File: src/rtl/core_seq_pkg.sv
// Shared definitions for the core control sequencer: opcodes, command-word
// field accessors and the sequencer state encoding.
package core_seq_pkg;

  // Accessors take a zero-extended command word so they work for any DW <= MAX_DW.
  localparam int MAX_DW = 64;
  localparam int CW_MAX = MAX_DW + 14;

  localparam logic [5:0] OP_NOP     = 6'h00;
  localparam logic [5:0] OP_JMP     = 6'h10;
  localparam logic [5:0] OP_BREQ    = 6'h11;
  localparam logic [5:0] OP_BRNE    = 6'h12;
  localparam logic [5:0] OP_BRCS    = 6'h13;
  localparam logic [5:0] OP_BRCC    = 6'h14;
  localparam logic [5:0] OP_CALL    = 6'h15;
  localparam logic [5:0] OP_RET     = 6'h16;
  localparam logic [5:0] OP_RETI    = 6'h17;
  localparam logic [5:0] OP_EI      = 6'h18;
  localparam logic [5:0] OP_DI      = 6'h19;
  localparam logic [5:0] OP_SEG_SET = 6'h1A;
  localparam logic [5:0] OP_SEG_GET = 6'h1B;
  localparam logic [5:0] OP_HALT    = 6'h1F;

  typedef enum logic [1:0] {RUN, HALT, FAULT} state_t;

  function automatic logic [5:0] cmd_opc(input logic [CW_MAX-1:0] c, input int dw);
    return c[dw+8 +: 6];
  endfunction

  function automatic logic [3:0] cmd_oper1(input logic [CW_MAX-1:0] c, input int dw);
    return c[dw+4 +: 4];
  endfunction

  function automatic logic [3:0] cmd_oper2(input logic [CW_MAX-1:0] c, input int dw);
    return c[dw +: 4];
  endfunction

  // Upper bits above dw carry the other fields; callers keep only [dw-1:0].
  function automatic logic [MAX_DW-1:0] cmd_data(input logic [CW_MAX-1:0] c);
    return c[MAX_DW-1:0];
  endfunction

endpackage

File: src/rtl/core_seq_ret_stack.sv
// Return-address LIFO. Guards its own pointer against over/underflow but
// reports nothing; the sequencer owns fault policy.
module ret_stack #(
  parameter int DW    = 16,
  parameter int DEPTH = 8,
  localparam int LW   = $clog2(DEPTH)
) (
  input  logic          gclk,
  input  logic          grst_n,
  input  logic          push,
  input  logic          pop,
  input  logic [DW-1:0] din,
  output logic [DW-1:0] dout,
  output logic [LW:0]   level,
  output logic          full,
  output logic          empty
);

  logic [DW-1:0] mem [DEPTH];
  logic [LW-1:0] top_idx;

  assign full    = (level == (LW+1)'(DEPTH));
  assign empty   = (level == '0);
  // When full the low bits wrap to 0, so top_idx still lands on DEPTH-1.
  assign top_idx = level[LW-1:0] - LW'(1);
  assign dout    = mem[top_idx];

  always_ff @(posedge gclk or negedge grst_n) begin
    if (!grst_n)              level <= '0;
    else if (push && !full)   level <= level + (LW+1)'(1);
    else if (pop && !empty)   level <= level - (LW+1)'(1);
  end

  always_ff @(posedge gclk) begin
    if (push && !full) mem[level[LW-1:0]] <= din;
  end

endmodule

File: src/rtl/core_seq.sv
// Core control sequencer: instruction pointer, branch/call/return, return
// stack, segment registers and vectored interrupt entry/exit.
module core_seq
  import core_seq_pkg::*;
#(
  parameter int DW       = 16,
  parameter int RS_DEPTH = 8,
  parameter int N_SEG    = 4,
  parameter int SEG_W    = 8,
  parameter int N_INT    = 16,
  parameter int INT_BASE = 'h0010,
  localparam int IW      = $clog2(N_INT),
  localparam int LW      = $clog2(RS_DEPTH)
) (
  input  logic             CLK,
  input  logic             RESET,
  input  logic [13+DW:0]   cmd,
  input  logic             cmd_valid,
  input  logic             mem_busy,
  input  logic             fl_zf,
  input  logic             fl_cf,
  input  logic             int_req,
  input  logic [IW-1:0]    int_num,
  output logic [DW-1:0]    IP,
  output logic             int_ack,
  output logic [SEG_W-1:0] seg_out,
  output logic             seg_valid,
  output logic [LW:0]      rs_level,
  output logic             fault,
  output logic             halted
);

  localparam int SI = (N_SEG > 1) ? $clog2(N_SEG) : 1;

  logic [CW_MAX-1:0] cmd_x;
  logic [5:0]        opc;
  logic [3:0]        oper1, oper2;
  logic [MAX_DW-1:0] data_x;
  logic [DW-1:0]     data;

  assign cmd_x  = CW_MAX'(cmd);
  assign opc    = cmd_opc(cmd_x, DW);
  assign oper1  = cmd_oper1(cmd_x, DW);
  assign oper2  = cmd_oper2(cmd_x, DW);
  assign data_x = cmd_data(cmd_x);
  assign data   = data_x[DW-1:0];

  // oper2 and the upper data bits are decoded by the datapath units.
  logic unused_fields;
  assign unused_fields = ^{oper2, data_x};

  state_t           state;
  logic             ie, in_isr;
  logic [SEG_W-1:0] seg [N_SEG];

  logic          slot, int_go, exec, is_call, is_pop, err, push, pop;
  logic          full, empty, seg_ok;
  logic [DW-1:0] ip_inc, rs_top, rs_din;
  logic [SI-1:0] seg_idx;

  assign ip_inc  = IP + DW'(1);
  assign slot    = (state == RUN) && cmd_valid && !mem_busy;
  assign int_go  = int_req && ie && !in_isr && !mem_busy &&
                   ((state == RUN) || (state == HALT));
  // An accepted interrupt discards the current command.
  assign exec    = slot && !int_go;
  assign is_call = (opc == OP_CALL);
  assign is_pop  = (opc == OP_RET) || (opc == OP_RETI);
  assign err     = (int_go && full) || (exec && is_call && full) ||
                   (exec && is_pop && empty);
  assign push    = !err && (int_go || (exec && is_call));
  assign pop     = !err && exec && is_pop;
  assign rs_din  = int_go ? IP : ip_inc;
  assign seg_ok  = (int'(oper1) < N_SEG);
  assign seg_idx = oper1[SI-1:0];

  ret_stack #(.DW(DW), .DEPTH(RS_DEPTH)) u_rs (
    .gclk  (CLK),
    .grst_n(RESET),
    .push  (push),
    .pop   (pop),
    .din   (rs_din),
    .dout  (rs_top),
    .level (rs_level),
    .full  (full),
    .empty (empty)
  );

  always_ff @(posedge CLK or negedge RESET) begin
    if (!RESET) begin
      IP        <= '0;
      state     <= RUN;
      ie        <= 1'b0;
      in_isr    <= 1'b0;
      seg_out   <= '0;
      seg_valid <= 1'b0;
      int_ack   <= 1'b0;
      for (int i = 0; i < N_SEG; i++) seg[i] <= '0;
    end else begin
      seg_valid <= 1'b0;
      int_ack   <= 1'b0;
      if (err) begin
        state <= FAULT;
      end else if (int_go) begin
        IP      <= DW'(INT_BASE) + DW'(int_num);
        in_isr  <= 1'b1;
        int_ack <= 1'b1;
        state   <= RUN;
      end else if (exec) begin
        IP <= ip_inc;
        case (opc)
          OP_JMP:  IP <= data;
          OP_BREQ: if (fl_zf)  IP <= data;
          OP_BRNE: if (!fl_zf) IP <= data;
          OP_BRCS: if (fl_cf)  IP <= data;
          OP_BRCC: if (!fl_cf) IP <= data;
          OP_CALL: IP <= data;
          OP_RET:  IP <= rs_top;
          OP_RETI: begin
            IP     <= rs_top;
            in_isr <= 1'b0;
          end
          OP_EI:   ie <= 1'b1;
          OP_DI:   ie <= 1'b0;
          OP_SEG_SET: if (seg_ok) seg[seg_idx] <= data[SEG_W-1:0];
          OP_SEG_GET: if (seg_ok) begin
            seg_out   <= seg[seg_idx];
            seg_valid <= 1'b1;
          end
          OP_HALT: begin
            IP    <= IP;
            state <= HALT;
          end
          default: ;
        endcase
      end
    end
  end

  assign fault  = (state == FAULT);
  assign halted = (state == HALT);

endmodule

File: config.mk
export PLATFORM = sky130hd
export DESIGN_NAME = core_seq
export DESIGN_NICKNAME = d
export VERILOG_FILES = /design/src/rtl/core_seq_pkg.sv /design/src/rtl/core_seq_ret_stack.sv /design/src/rtl/core_seq.sv
export SDC_FILE = /design/constraint.sdc
export NUM_CORES = 1
export LEC_CHECK = 0
export CAP_MARGIN = 20
export CORE_UTILIZATION = 62
export CTS_CLUSTER_DIAMETER = 60
export DETAILED_ROUTE_END_ITERATION = 16
export PLACE_DENSITY = 0.82
export SLEW_MARGIN = 20
export SYNTH_ARGS = -nofsm -noshare
export SYNTH_HDL_FRONTEND = slang
export SYNTH_SLANG_ARGS = --single-unit
File: constraint.sdc
create_clock -name CLK -period 8.95 [get_ports CLK]
set_clock_uncertainty 0.15 [all_clocks]
set_input_delay 1.79 -clock CLK [delete_from_list [all_inputs] [get_ports CLK]]
set_output_delay 1.79 -clock CLK [all_outputs]
set_load 0.02 [all_outputs]
* Word level (Yosys, flattened, before mapping) *
Memories as Yosys holds them, arrays and structs flattened.
Index checks and enable logic that the tools add are counted.

storage, ports and cells
  register bits after elaboration = 66
  memory bits (writable) = 128
  input port bits = 41
  word-level logic and storage cells = 119
  memories = 1

memories
  memory    depth  width  read ports  clocked after Yosys merged registers in  write ports  RTL line                  source
  u_rs.mem  8      16     1           0                                        1            core_seq_ret_stack.sv:19  logic [DW-1:0] mem [DEPTH];

operators by class
  add/sub/neg operators = 5
  magnitude comparators = 3
  eq/ne operators = 17
  muxes and demuxes = 33
  bitwise gates (word level) = 3
  reductions and logical operators = 45

operators by type and width
  cell                     number
  $mux W16                 7
  $pmux W16 S7             1
  $eq A6 B5 Y1 const B     13
  $bwmux W32               1
  $mux W8                  3
  $logic_and A1 B1 Y1      18
  $add A16 B1 Y16 const B  1
  $bmux W8 S2              1
  $demux W8 S2             1
  $mux W1                  12
  $reduce_and A5 Y1        2
  $mux W2                  4
  $mux W4                  2
  $reduce_bool A2 Y1       4
  $add A5 B4 Y6 const A    1
  $logic_not A1 Y1         6
  $reduce_and A3 Y1        2
  $reduce_bool A3 Y1       2
  $logic_or A1 B1 Y1       5
  $add A4 B1 Y4 const B    1
  $eq A4 B4 Y1 const B     1
  $logic_not A4 Y1         1
  $lt A4 B3 Y1 const B     1
  $reduce_and A4 Y1        1
  other kinds (13)         15

* Longest topological paths before layout *
Gate-level depths: netlist of run 1.

  depth in word-level cells = 16
  gate-level depth with buffers = 13
  depth with buffers taken out = 8

* Hierarchy *
From an unflattened synthesis of run 1, not the netlist that was laid out.

second synthesis, totals
  cell total of the unflattened synthesis = 600
  area, all modules = 9,017.4 µm²

modules (own cells, without submodules)
  module     instances  cells an instance  area each (µm²)  seq. area each (µm²)
  ret_stack  1          232                5,303.8          3,943.8
  core_seq   1          368                3,713.6          1,551.5

* Least setup slack after synthesis of run 1 *
Ideal clock, no wire load.

  kind = in2reg
  from = input cmd[27]
  to = memory u_rs.mem[0][0] (enable)
  setup time = 0.409 ns
  arrival = 4.337 ns
  setup slack = 4.054 ns
  stages = 6
  buffers on the path = 0
  path through = nor3b_1 > and4_1 > or2_2 > o21ai_0 > or2_2 > nor3_1

on the way
  cells in the longest elaborated chain, start to end = 10
  elaborated cells on any way between the ends = 16

RTL lines
  what                                                       RTL line                                        source
  start, declared                                            core_seq.sv:17                                  input logic [13+DW:0] cmd,
  $eq A6 B5 Y1, on equally long branches                     core_seq.sv:67, core_seq.sv:68
  $logic_and A1 B1 Y1 or $logic_or A1 B1 Y1 (tied branches)  core_seq.sv:69, core_seq.sv:71, core_seq.sv:68
  $logic_and A1 B1 Y1, on equally long branches              core_seq.sv:69, core_seq.sv:70
  $logic_or A1 B1 Y1 or $logic_and A1 B1 Y1 (tied branches)  core_seq.sv:69, core_seq.sv:70
  $logic_or A1 B1 Y1                                         core_seq.sv:69                                  assign err = (int_go && full) || (exec && is_call && full) ||
  $logic_not A1 Y1                                           core_seq.sv:71                                  assign push = !err && (int_go || (exec && is_call));
  $logic_and A1 B1 Y1 *                                      core_seq.sv:71
  $logic_and A1 B1 Y1 *                                      core_seq_ret_stack.sv:35                        if (push && !full) mem[level[LW-1:0]] <= din;
  $mux W1 *                                                  core_seq_ret_stack.sv:35
  $mux W1 (not written as such) *                            core_seq_ret_stack.sv:35
  end, declared                                              core_seq_ret_stack.sv:19

Every way passes the cells marked *; elsewhere a longest branch is shown, timed or not.

* Final worst setup path of run 1 *
  from = input cmd[28]
  to = memory u_rs.mem[0][13] (enable)

Same word-level chain as after synthesis.

==> flow_metrics.env, run 1 <==
export IMPL_tightestPinTransition_ns=1.06
export IMPL_hold_buffers=0
export IMPL_crit_path_end_kind="flip-flop"
export IMPL_path_class="in -> reg"
export IMPL_die_y_um=121
export IMPL_grt_pass1_wl_um=30100
export IMPL_ys_seq_area_share_pct=62.9
export IMPL_postRouteAntennaNets=0
export IMPL_setup_violations=0
export IMPL_rsz0062_at_grt="no"
export IMPL_routed_wl_um=19400
export IMPL_finalSetupTns_ns=0
export IMPL_slowest_stage="nor3b_1"
export IMPL_ys_types=57
export IMPL_ys_flop_type="edfxtp_1"
export IMPL_path_max_fanout=16
export IMPL_cpLargestDelayFamily="simple AND/OR/NAND/NOR gates"
export IMPL_crit_buf_inv=1
export IMPL_whs_ns=0.348
export IMPL_synth_area_per_cell_sq_um=14.8
export IMPL_overflow=0
export IMPL_cts_max_path_buffers=2
export IMPL_max_cap_violations=0
export IMPL_grtUsageTotal_pct=28.5
export IMPL_antenna_found_initial=0
export IMPL_pin_count=73
export IMPL_finalMaxSlewViolations=0
export IMPL_post_cts_buffers=0
export IMPL_power_frac_seq_pct=40.7
export IMPL_grt_max_degree=67
export IMPL_reg2reg_slack_ns=5.46
export IMPL_cts_resized=0
export IMPL_crit_top_cell="or2_2"
export IMPL_clkPwrFrac_pct=29.0
export IMPL_nets=713
export IMPL_critPathMaxStageDelay_ns=0.86
export IMPL_synthCells=592
export IMPL_syn_nets=639
export IMPL_vias_per_cell=6.47
export IMPL_numCtsBuffers=17
export IMPL_hp_class="reg -> reg"
export IMPL_fin_crit_sh_pct=56.7
export IMPL_relSlewSlack_pct=29.3
export IMPL_first_iter_violations=541
export IMPL_max_clock_freq_ghz=0.197
export IMPL_layout_drive_gt1_share_pct=20.8
export IMPL_start_kind="primary input"
export IMPL_p_int_w=0.00181
export IMPL_initial_core_util_pct=63.2
export IMPL_root_buffer="clkbuf_16"
export IMPL_drc=0
export IMPL_dr_total_vias=5558
export IMPL_std_cell_rows=43
export IMPL_synth_edf_count=128
export IMPL_grt_pass1_vias=5504
export IMPL_port_buffers=68
export IMPL_antennaDiodeCount=0
export IMPL_htreeDepth=4
export IMPL_yosys_register_bits=194
export IMPL_vdd_drop_max_uv=233
export IMPL_path_cells="clkdlybuf4s50_1 -> nor3b_1 -> and4_1 -> or2_2 -> o21ai_0 -> or2_2 -> nor3_4"
export IMPL_leakage_nw=3.86
export IMPL_cp_data_arrival_time_ns=4.99
export IMPL_synth_async_reset_ratio_pct=34.0
export IMPL_ys_warn_count=0
export IMPL_hold_violations=0
export IMPL_status="finished, final reports clean"
export IMPL_p_sw_w=0.000910
export IMPL_critPathRequiredTime_ns=8.87
export IMPL_syn_area_sq_mm=0.00874
export IMPL_core_area_sq_mm=0.0138
export IMPL_netSwitchingFraction_pct=33.4
export IMPL_fillers=801
export IMPL_cts_sinks=194
export IMPL_die_w_um=121
export IMPL_tritoncts="built"
export IMPL_period_minus_slack_ns=5.08
export IMPL_dp_hpwl_um=12400
export IMPL_clk_latency_ns=0.44
export IMPL_p_per_area_mw_per_mm2=265
export IMPL_die_area_sq_mm=0.0146
export IMPL_post_drt_wl_per_cell_um=22.6
export IMPL_drtPass1Iterations=5
export IMPL_combPwrFrac_pct=30.3
export IMPL_gp_congestion=0.879
export IMPL_syn_to_final_growth_pct=17.7
export IMPL_clk_pin_slew_worst_paths_ns=0.07
-- logic make-up (layout without fill, tap and decap cells) --
group,Yosys count,after routing,synth area share (%)
DFF,194,194,62.9
and+or+nand+nor,157,157,9.65
muxes,90,90,16.2
AOI/OAI and AO/OA,86,86,6.53
buffers and inverters,37,124,1.59
xor gates and xnor gates,22,22,2.20
adders and majority gates,6,6,0.945
-- worst paths after layout --
| kind | startpoint | endpoint | depth (start not counted) |
|---|---|---|---|
| max reg2reg | u_rs.level[0] | u_rs.mem[0][13] | 7 |
| min reg2reg | in_isr | in_isr | 1 |
| max in group asynchronous | RESET | u_rs.level[0] | 2 |
| min in group asynchronous | RESET | u_rs.level[2] | 2 |
| min | in_isr | in_isr | 1 |
| max | cmd[28] | u_rs.mem[0][13] | 7 |
-- registers in the layout, summed over array words and instances (netlist names) --
| signal | flops |
|---|---|
| seg_out | 8 |
| seg_valid | 1 |
| u_rs.level | 4 |
| u_rs.mem | 128 |
| seg | 32 |
| int_ack | 1 |
| in_isr | 1 |
| IP | 16 |
| state | 2 |
| ie | 1 |
-- layout by cell type, fill, tap and decap left out, drive strengths merged, types with 10 or more instances in the layout --
master and count:
edfxtp 128, clkdlybuf4s50 67, dfrtp 66, nand2 50, mux2 43, mux4 37, nor2 29, a21oi 25
inv 21, nor3 18, clkbuf 17, o21ai 16, xnor2 14, buf 14, mux2i 10
-- power by group through the flow --
stage	clock network (W)	registers, W	logic [W]
floorplan	0	0.00113	0.000549
global placement	0	0.00112	0.000793
finish	0.000790	0.00111	0.000824
CTS	0.000797	0.00111	0.000824
detailed placement	0	0.00113	0.000817
global route	0.000829	0.00111	0.000890
-- area by class of cell --
cell class / instances / area [sq um] / area share (%)
sequential: 194 / 5500 / 53.4
multi-input combinational: 361 / 3130 / 30.4
timing repair buffer: 81 / 773 / 7.51
clock buffer: 17 / 425 / 4.13
tap: 180 / 225 / 2.19
clock inverter: 15 / 199 / 1.93
inverter: 11 / 41.3 / 0.401
-- synth_stat cells (2+ instances only) --
library cell / instances / area [sq um]
a2111oi_0: 2 / 17.5
a211oi_1: 6 / 45.0
a21o_1: 6 / 45.0
a21oi_1: 25 / 125
a22o_1: 2 / 17.5
a22oi_1: 3 / 22.5
a31oi_1: 2 / 12.5
and2_1: 2 / 12.5
and3_1: 3 / 18.8
and4_1: 3 / 26.3
buf_1: 5 / 18.8
clkbuf_1: 21 / 78.8
dfrtp_1: 66 / 1650
edfxtp_1: 128 / 3840
ha_1: 5 / 62.6
inv_1: 11 / 41.3
mux2_2: 43 / 484
mux2i_1: 10 / 100
mux4_2: 37 / 833
nand2_1: 49 / 184
nand2b_1: 4 / 25.0
nand3_1: 9 / 45.0
nand3b_1: 4 / 30.0
nand4_1: 5 / 31.3
nor2_1: 29 / 109
nor2b_1: 9 / 56.3
nor3_1: 17 / 85.1
nor3b_1: 4 / 30.0
nor3b_4: 2 / 37.5
nor4_1: 4 / 25.0
o211ai_1: 2 / 15.0
o21ai_0: 16 / 80.1
o22ai_1: 3 / 18.8
o2bb2ai_1: 6 / 52.6
o311ai_0: 3 / 26.3
or2_2: 3 / 18.8
or3_1: 3 / 18.8
xnor2_1: 14 / 123
xor2_1: 8 / 70.1
-- worst reg2reg max path: stages, from the launching register on --
cell	delay [ns]
dfrtp_2	0.34
buf_4	0.58
inv_1	0.26
ha_1	0.28
nand2b_1	0.11
o21ai_0	0.23
or2_2	0.41
nor3_4	0.73
-- metrics by stage --
step	setup slack, ns	power [W]	instances	utilization (%)	cell area [sq um]
floorplan	4.05	0.00168	592	-	8740
detailed placement	3.46	0.00194	827	69.9	9670
global placement	3.49	0.00191	827	69.9	9670
CTS	3.92	0.00273	859	74.4	10300
finish	3.87	0.00272	859	74.4	10300
global route	3.78	0.00283	859	74.4	10300
-- routing by layer --
layer,vias to the layer above,global-route usage [%],part of all wire [%]
met5,-,0,0
met4,0,11.3,2.4
met3,47,6.18,7.1
met2,274,45.5,49
met1,2796,38.6,41
li1,2441,-,-
(Power assumes the default switching activity.)
==> run 2: changes to the inputs <==
--- a/config.mk
+++ b/config.mk
@@ -6,10 +6,10 @@
 export NUM_CORES = 1
 export LEC_CHECK = 0
 export CAP_MARGIN = 20
-export CORE_UTILIZATION = 62
+export CORE_UTILIZATION = 52
 export CTS_CLUSTER_DIAMETER = 60
 export DETAILED_ROUTE_END_ITERATION = 16
-export PLACE_DENSITY = 0.82
+export PLACE_DENSITY = 0.74
 export SLEW_MARGIN = 20
 export SYNTH_ARGS = -nofsm -noshare
 export SYNTH_HDL_FRONTEND = slang
==> constraint.sdc (replaced) <==
create_clock -name CLK -period 4.2 [get_ports CLK]
set_clock_uncertainty 0.15 [all_clocks]
set_input_delay 0.84 -clock CLK [delete_from_list [all_inputs] [get_ports CLK]]
set_output_delay 0.84 -clock CLK [all_outputs]
set_load 0.02 [all_outputs]
==> run 2 against run 1 <==
Compared with the run above:
- worst hold slack worse by 0.13 ns
- non-clock buffer count is 10 higher
- clock-buffer cell count up 2
- sequential share of layout area down 0.40 points
- largest cell class unchanged
- highest routed layer unchanged
==> flow_metrics.env, run 2 (synthesized netlist as in run 1, its figures left out) <==
export IMPL_die_w_um=132
export IMPL_path_cells="clkdlybuf4s50_1 -> nor4b_4 -> nand2_2 -> or4b_4 -> or3b_4 -> nor3b_4 -> mux2_2"
export IMPL_path_max_fanout=8
export IMPL_routed_wl_um=20000
export IMPL_slowest_stage="clkdlybuf4s50_1"
export IMPL_postRouteAntennaNets=0
export IMPL_tightestPinTransition_ns=0.859
export IMPL_dr_total_vias=5490
export IMPL_setup_ws_ns=0.637
export IMPL_reg2reg_from="state[1]"
export IMPL_hold_buffers=0
export IMPL_setup_violations=0
export IMPL_path_class="in -> reg"
export IMPL_rsz0062_at_grt="no"
export IMPL_crit_start="mem_busy"
export IMPL_cts_max_path_buffers=2
export IMPL_largest_register_ffs=128
export IMPL_layout_drive_gt1_share_pct=21.8
export IMPL_vdd_drop_max_uv=346
export IMPL_leakage_nw=3.87
export IMPL_finalSetupTns_ns=0
export IMPL_period_minus_slack_ns=3.56
export IMPL_port_buffers=68
export IMPL_initial_core_util_pct=52.9
export IMPL_grt_pass1_wl_um=31700
export IMPL_dp_hpwl_um=13300
export IMPL_clk_latency_ns=0.44
export IMPL_die_area_sq_mm=0.0173
export IMPL_layout_common_cells="edfxtp_1 (128), clkdlybuf4s50_1 (67), dfrtp_1 (65)"
export IMPL_layout_commonest_cell="edfxtp_1"
export IMPL_pin_count=73
export IMPL_cpLargestDelayFamily="simple AND/OR/NAND/NOR gates"
export IMPL_start_kind="primary input"
export IMPL_root_buffer="clkbuf_16"
export IMPL_drc=0
export IMPL_utilization_pct=62.7
export IMPL_relSlewSlack_pct=42.6
export IMPL_antennaDiodeCount=0
export IMPL_gp_congestion=0.881
export IMPL_cp_data_arrival_time_ns=3.73
export IMPL_tritoncts="built"
export IMPL_reg2reg_depth=6
export IMPL_core_area_sq_mm=0.0165
export IMPL_crit_path_end_kind="flip-flop"
export IMPL_grtUsageTotal_pct=24.6
export IMPL_htreeDepth=4
export IMPL_fin_crit_sh_pct=84.8
export IMPL_numCtsBuffers=17
export IMPL_place_ws_ns=0.178
export IMPL_post_drt_wl_per_cell_um=22.0
export IMPL_hp_class="in -> async"
export IMPL_nets=723
export IMPL_post_cts_buffers=0
export IMPL_die_y_um=132
export IMPL_critPathMaxStageDelay_ns=0.51
export IMPL_p_per_area_mw_per_mm2=549
export IMPL_finalMaxSlewViolations=0
export IMPL_syn_to_final_growth_pct=18.6
export IMPL_cts_sinks=194
export IMPL_overflow=0
export IMPL_cts_resized=0
export IMPL_std_cell_rows=47
export IMPL_grt_pass1_vias=5668
export IMPL_max_clock_freq_ghz=0.281
export IMPL_crit_buf_inv=1
export IMPL_worst_path_stages=7
export IMPL_critPathRequiredTime_ns=4.37
export IMPL_max_cap_violations=0
export IMPL_vias_per_cell=6.04
export IMPL_first_iter_violations=440
export IMPL_status="finished, final reports clean"
export IMPL_hold_violations=0
export IMPL_whs_ns=0.223
export IMPL_grt_max_degree=43
export IMPL_clk_pin_slew_worst_paths_ns=0.07
export IMPL_drtPass1Iterations=5
export IMPL_antenna_found_initial=0
==> run 2: cell types whose count changed in the layout (fill, tap and decap cells not counted), sizes merged <==
cell and change:
buf +10, inv -4, clkinvlp +1, clkinv +2, bufinv -1, clkbuf +2
==> run 2: worst paths after layout <==
path	slack, ns	to
min in group CLK	0.33	in_isr
hold / removal	0.22	seg_out[6]
max in group asynchronous	2.84	IP[7]
setup reg to reg	1.10	seg[12]
hold reg to reg	0.33	in_isr
setup / recovery	0.64	seg[12]
==> run 2: worst register-to-register path, delay by kind of cell, from the launching register on <==
kind | cells | cell delay, ns
DFF | 1 | 0.48
and+or+nand+nor | 5 | 1.97
muxes | 1 | 0.40
==> run 2: per-layer routing <==
| metal | vias to the layer above | track usage (%) | share of wire, % |
|---|---|---|---|
| li1 | 2448 | - | - |
| met1 | 2785 | 31.1 | 40 |
| met2 | 221 | 41.8 | 52 |
| met3 | 36 | 5.17 | 5.8 |
| met4 | 0 | 8.98 | 2.1 |
| met5 | - | 0 | 0 |
==> run 2: stage by stage <==
stage / instance area (sq um) / power, W / cells
floorplan: 8740 / 0.00359 / 592
global placement: 9770 / 0.00411 / 876
detailed placement: 9790 / 0.00417 / 877
CTS: 10400 / 0.00572 / 909
global route: 10400 / 0.00594 / 909
finish: 10400 / 0.00569 / 909
==> run 2: area by class of cell <==
type	instances	area (sq um)
timing repair buffer	91	861
clock inverter	13	141
clock buffer	19	433
fill	1204	6160
inverter	11	41.3
sequential	194	5500
tap	220	275
multi-input combinational	361	3120
==> run 2: power breakdown <==
part           total [W]  switching [W]  internal, W
Sequential       0.00236       0.000140      0.00222
Combinational    0.00178       0.000990     0.000791
Clock            0.00155       0.000760     0.000792
==> run 3: changes to the inputs <==
==> constraint.sdc (replaced) <==
create_clock -name CLK -period 3.25 [get_ports CLK]
set_clock_uncertainty 0.15 [all_clocks]
set_input_delay 0.65 -clock CLK [delete_from_list [all_inputs] [get_ports CLK]]
set_output_delay 0.65 -clock CLK [all_outputs]
set_load 0.02 [all_outputs]
==> run 3 against run 2 <==
Compared with the run above:
- register-to-register slack lost 0.69 ns
- combinational power grew 34%
- global-route usage grew 0.35 points
- flip-flop and latch count is the same
- final area grew 3.9%
- first-iteration DRC count grew 13%
- worst setup slack lost 0.45 ns
- sequential share of layout area shrank 2.0 points
- clock-buffer cell count shrank 2
- critical endpoint is now seg[19]
==> flow_metrics.env, run 3 (synthesized netlist as in run 1, its figures left out) <==
export IMPL_status="finished, final reports clean"
export IMPL_reg2reg_from="state[1]"
export IMPL_cts_max_path_buffers=2
export IMPL_reg2reg_depth=7
export IMPL_period_minus_slack_ns=3.07
export IMPL_std_cell_rows=47
export IMPL_dp_cells=910
export IMPL_slowest_stage="or4b_4"
export IMPL_grt_busiest_layer="met2"
export IMPL_path_class="in -> reg"
export IMPL_post_cts_buffers=0
export IMPL_antenna_found_initial=0
export IMPL_post_drt_wl_per_cell_um=21.5
export IMPL_die_w_um=132
export IMPL_instances_no_fill=941
export IMPL_utilization_pct=65.2
export IMPL_grt_pass1_vias=5794
export IMPL_postRouteAntennaNets=0
export IMPL_start_kind="primary input"
export IMPL_port_buffers=68
export IMPL_syn_to_final_growth_pct=23.2
export IMPL_finalMaxSlewViolations=0
export IMPL_path_max_fanout=8
export IMPL_crit_path_end_kind="flip-flop"
export IMPL_clk_pin_slew_worst_paths_ns=0.07
export IMPL_clk_latency_ns=0.44
export IMPL_gp_congestion=0.868
export IMPL_path_cells="clkdlybuf4s50_1 -> nor4b_4 -> nand2_2 -> or4b_4 -> or3b_4 -> nor3b_4 -> buf_12 -> mux2_2"
export IMPL_tightestPinTransition_ns=0.783
export IMPL_die_area_sq_mm=0.0173
export IMPL_rr_endpoint="seg[19]"
export IMPL_crit_end="seg[19]"
export IMPL_hold_violations=0
export IMPL_nets=756
export IMPL_routed_wl_um=20200
export IMPL_layout_common_cells="edfxtp_1 (128), clkdlybuf4s50_1 (67), dfrtp_1 (65)"
export IMPL_leakage_nw=4.09
export IMPL_finalSetupTns_ns=0
export IMPL_relSlewSlack_pct=47.4
export IMPL_die_y_um=132
export IMPL_initial_core_util_pct=52.9
export IMPL_fin_crit_sh_pct=94.4
export IMPL_cts_resized=0
export IMPL_grtUsageTotal_pct=24.9
export IMPL_reg2reg_slack_ns=0.41
export IMPL_grt_use_met2_pct=41.5
export IMPL_grt_use_met3_pct=5.05
export IMPL_dp_hpwl_um=14300
export IMPL_htreeDepth=4
export IMPL_antennaDiodeCount=0
export IMPL_setup_violations=0
export IMPL_totalPowerFinal_w=0.00758
export IMPL_cpLargestDelayFamily="simple AND/OR/NAND/NOR gates"
export IMPL_hold_buffers=0
export IMPL_root_buffer="clkbuf_16"
export IMPL_drc=0
export IMPL_numCtsBuffers=17
export IMPL_p_per_area_mw_per_mm2=703
export IMPL_worst_path_stages=8
export IMPL_crit_buf_inv=2
export IMPL_tritoncts="built"
export IMPL_vias_per_cell=6.04
export IMPL_cts_sinks=194
export IMPL_grt_util_met1_pct=32.5
export IMPL_core_area_sq_mm=0.0165
export IMPL_cp_data_arrival_time_ns=3.23
export IMPL_largest_register_ffs=128
export IMPL_dr_total_vias=5681
export IMPL_vdd_drop_max_uv=433
export IMPL_max_clock_freq_ghz=0.326
export IMPL_rsz0062_at_grt="no"
export IMPL_hp_class="in -> async"
export IMPL_pin_count=73
export IMPL_critPathMaxStageDelay_ns=0.48
export IMPL_grt_pass1_wl_um=32400
export IMPL_layout_commonest_cell="edfxtp_1"
export IMPL_critPathRequiredTime_ns=3.41
export IMPL_max_cap_violations=0
export IMPL_layout_drive_gt1_share_pct=25.8
export IMPL_overflow=0
export IMPL_first_iter_violations=496
export IMPL_drtPass1Iterations=5
export IMPL_grt_max_degree=43
export IMPL_crit_start="mem_busy"
==> run 3: cell count changes in the layout (fill, tap and decap cells not counted), moves of 2 or more <==
cell,delta
buf_12,+7
buf_4,+26
bufinv_16,+2
clkbuf_1,-2
clkinvlp_4,-2
nor2_1,-3
nor2_4,+3
==> run 3: final cells by class <==
| cell class | instances | area, sq um |
|---|---|---|
| multi-input cells | 361 | 3150 |
| inverters | 11 | 41.3 |
| clock inverters | 14 | 191 |
| repair buffers | 124 | 1200 |
| flip-flops and latches | 194 | 5500 |
| well taps | 220 | 275 |
| fillers | 1137 | 5750 |
| clock buffers | 17 | 425 |
==> run 3: stage by stage <==
step                      worst slack, ns  hold slack, ns  instance area (sq um)
final                               0.183           0.138                  10800
after global routing                0.107           0.172                  10800
after CTS                           0.183           0.141                  10800
after detailed placement           -0.234           0.318                  10200
after global placement             -0.189           0.306                  10200
after floorplan                   -0.0406           0.204                   8790
==> run 3: where the power goes <==
part	total, W	internal [W]	switching, W	leakage [nW]
sequential	0.00304	0.00287	0.000168	2.06
clock	0.00215	0.00117	0.000980	0.302
combinational	0.00238	0.00107	0.00132	1.72
==> run 3: layer usage <==
| layer | vias to the layer above | wire [um] |
|---|---|---|
| met5 | - | 0 |
| met4 | 0 | 512 |
| met3 | 49 | 1120 |
| met2 | 236 | 10300 |
| met1 | 2876 | 8320 |
| li1 | 2520 | - |
==> run 3: how the worst min path moves through the flow <==
stage	from	end	slack [ns]	cells past startpoint
after floorplan	RESET	IP[0]	0.20	0
after global placement	in_isr	in_isr	0.31	1
after detailed placement	in_isr	in_isr	0.32	1
after CTS	RESET	u_rs.level[2]	0.14	1
after global routing	RESET	u_rs.level[2]	0.17	1
final	RESET	state[0]	0.14	1
==> run 3: worst register-to-register path: cells and delay by family (launching register included) <==
| family | cells | cell delay, ns |
|---|---|---|
| buf+inv | 1 | 0.16 |
| flops | 1 | 0.47 |
| mux | 1 | 0.33 |
| simple gates | 5 | 1.61 |
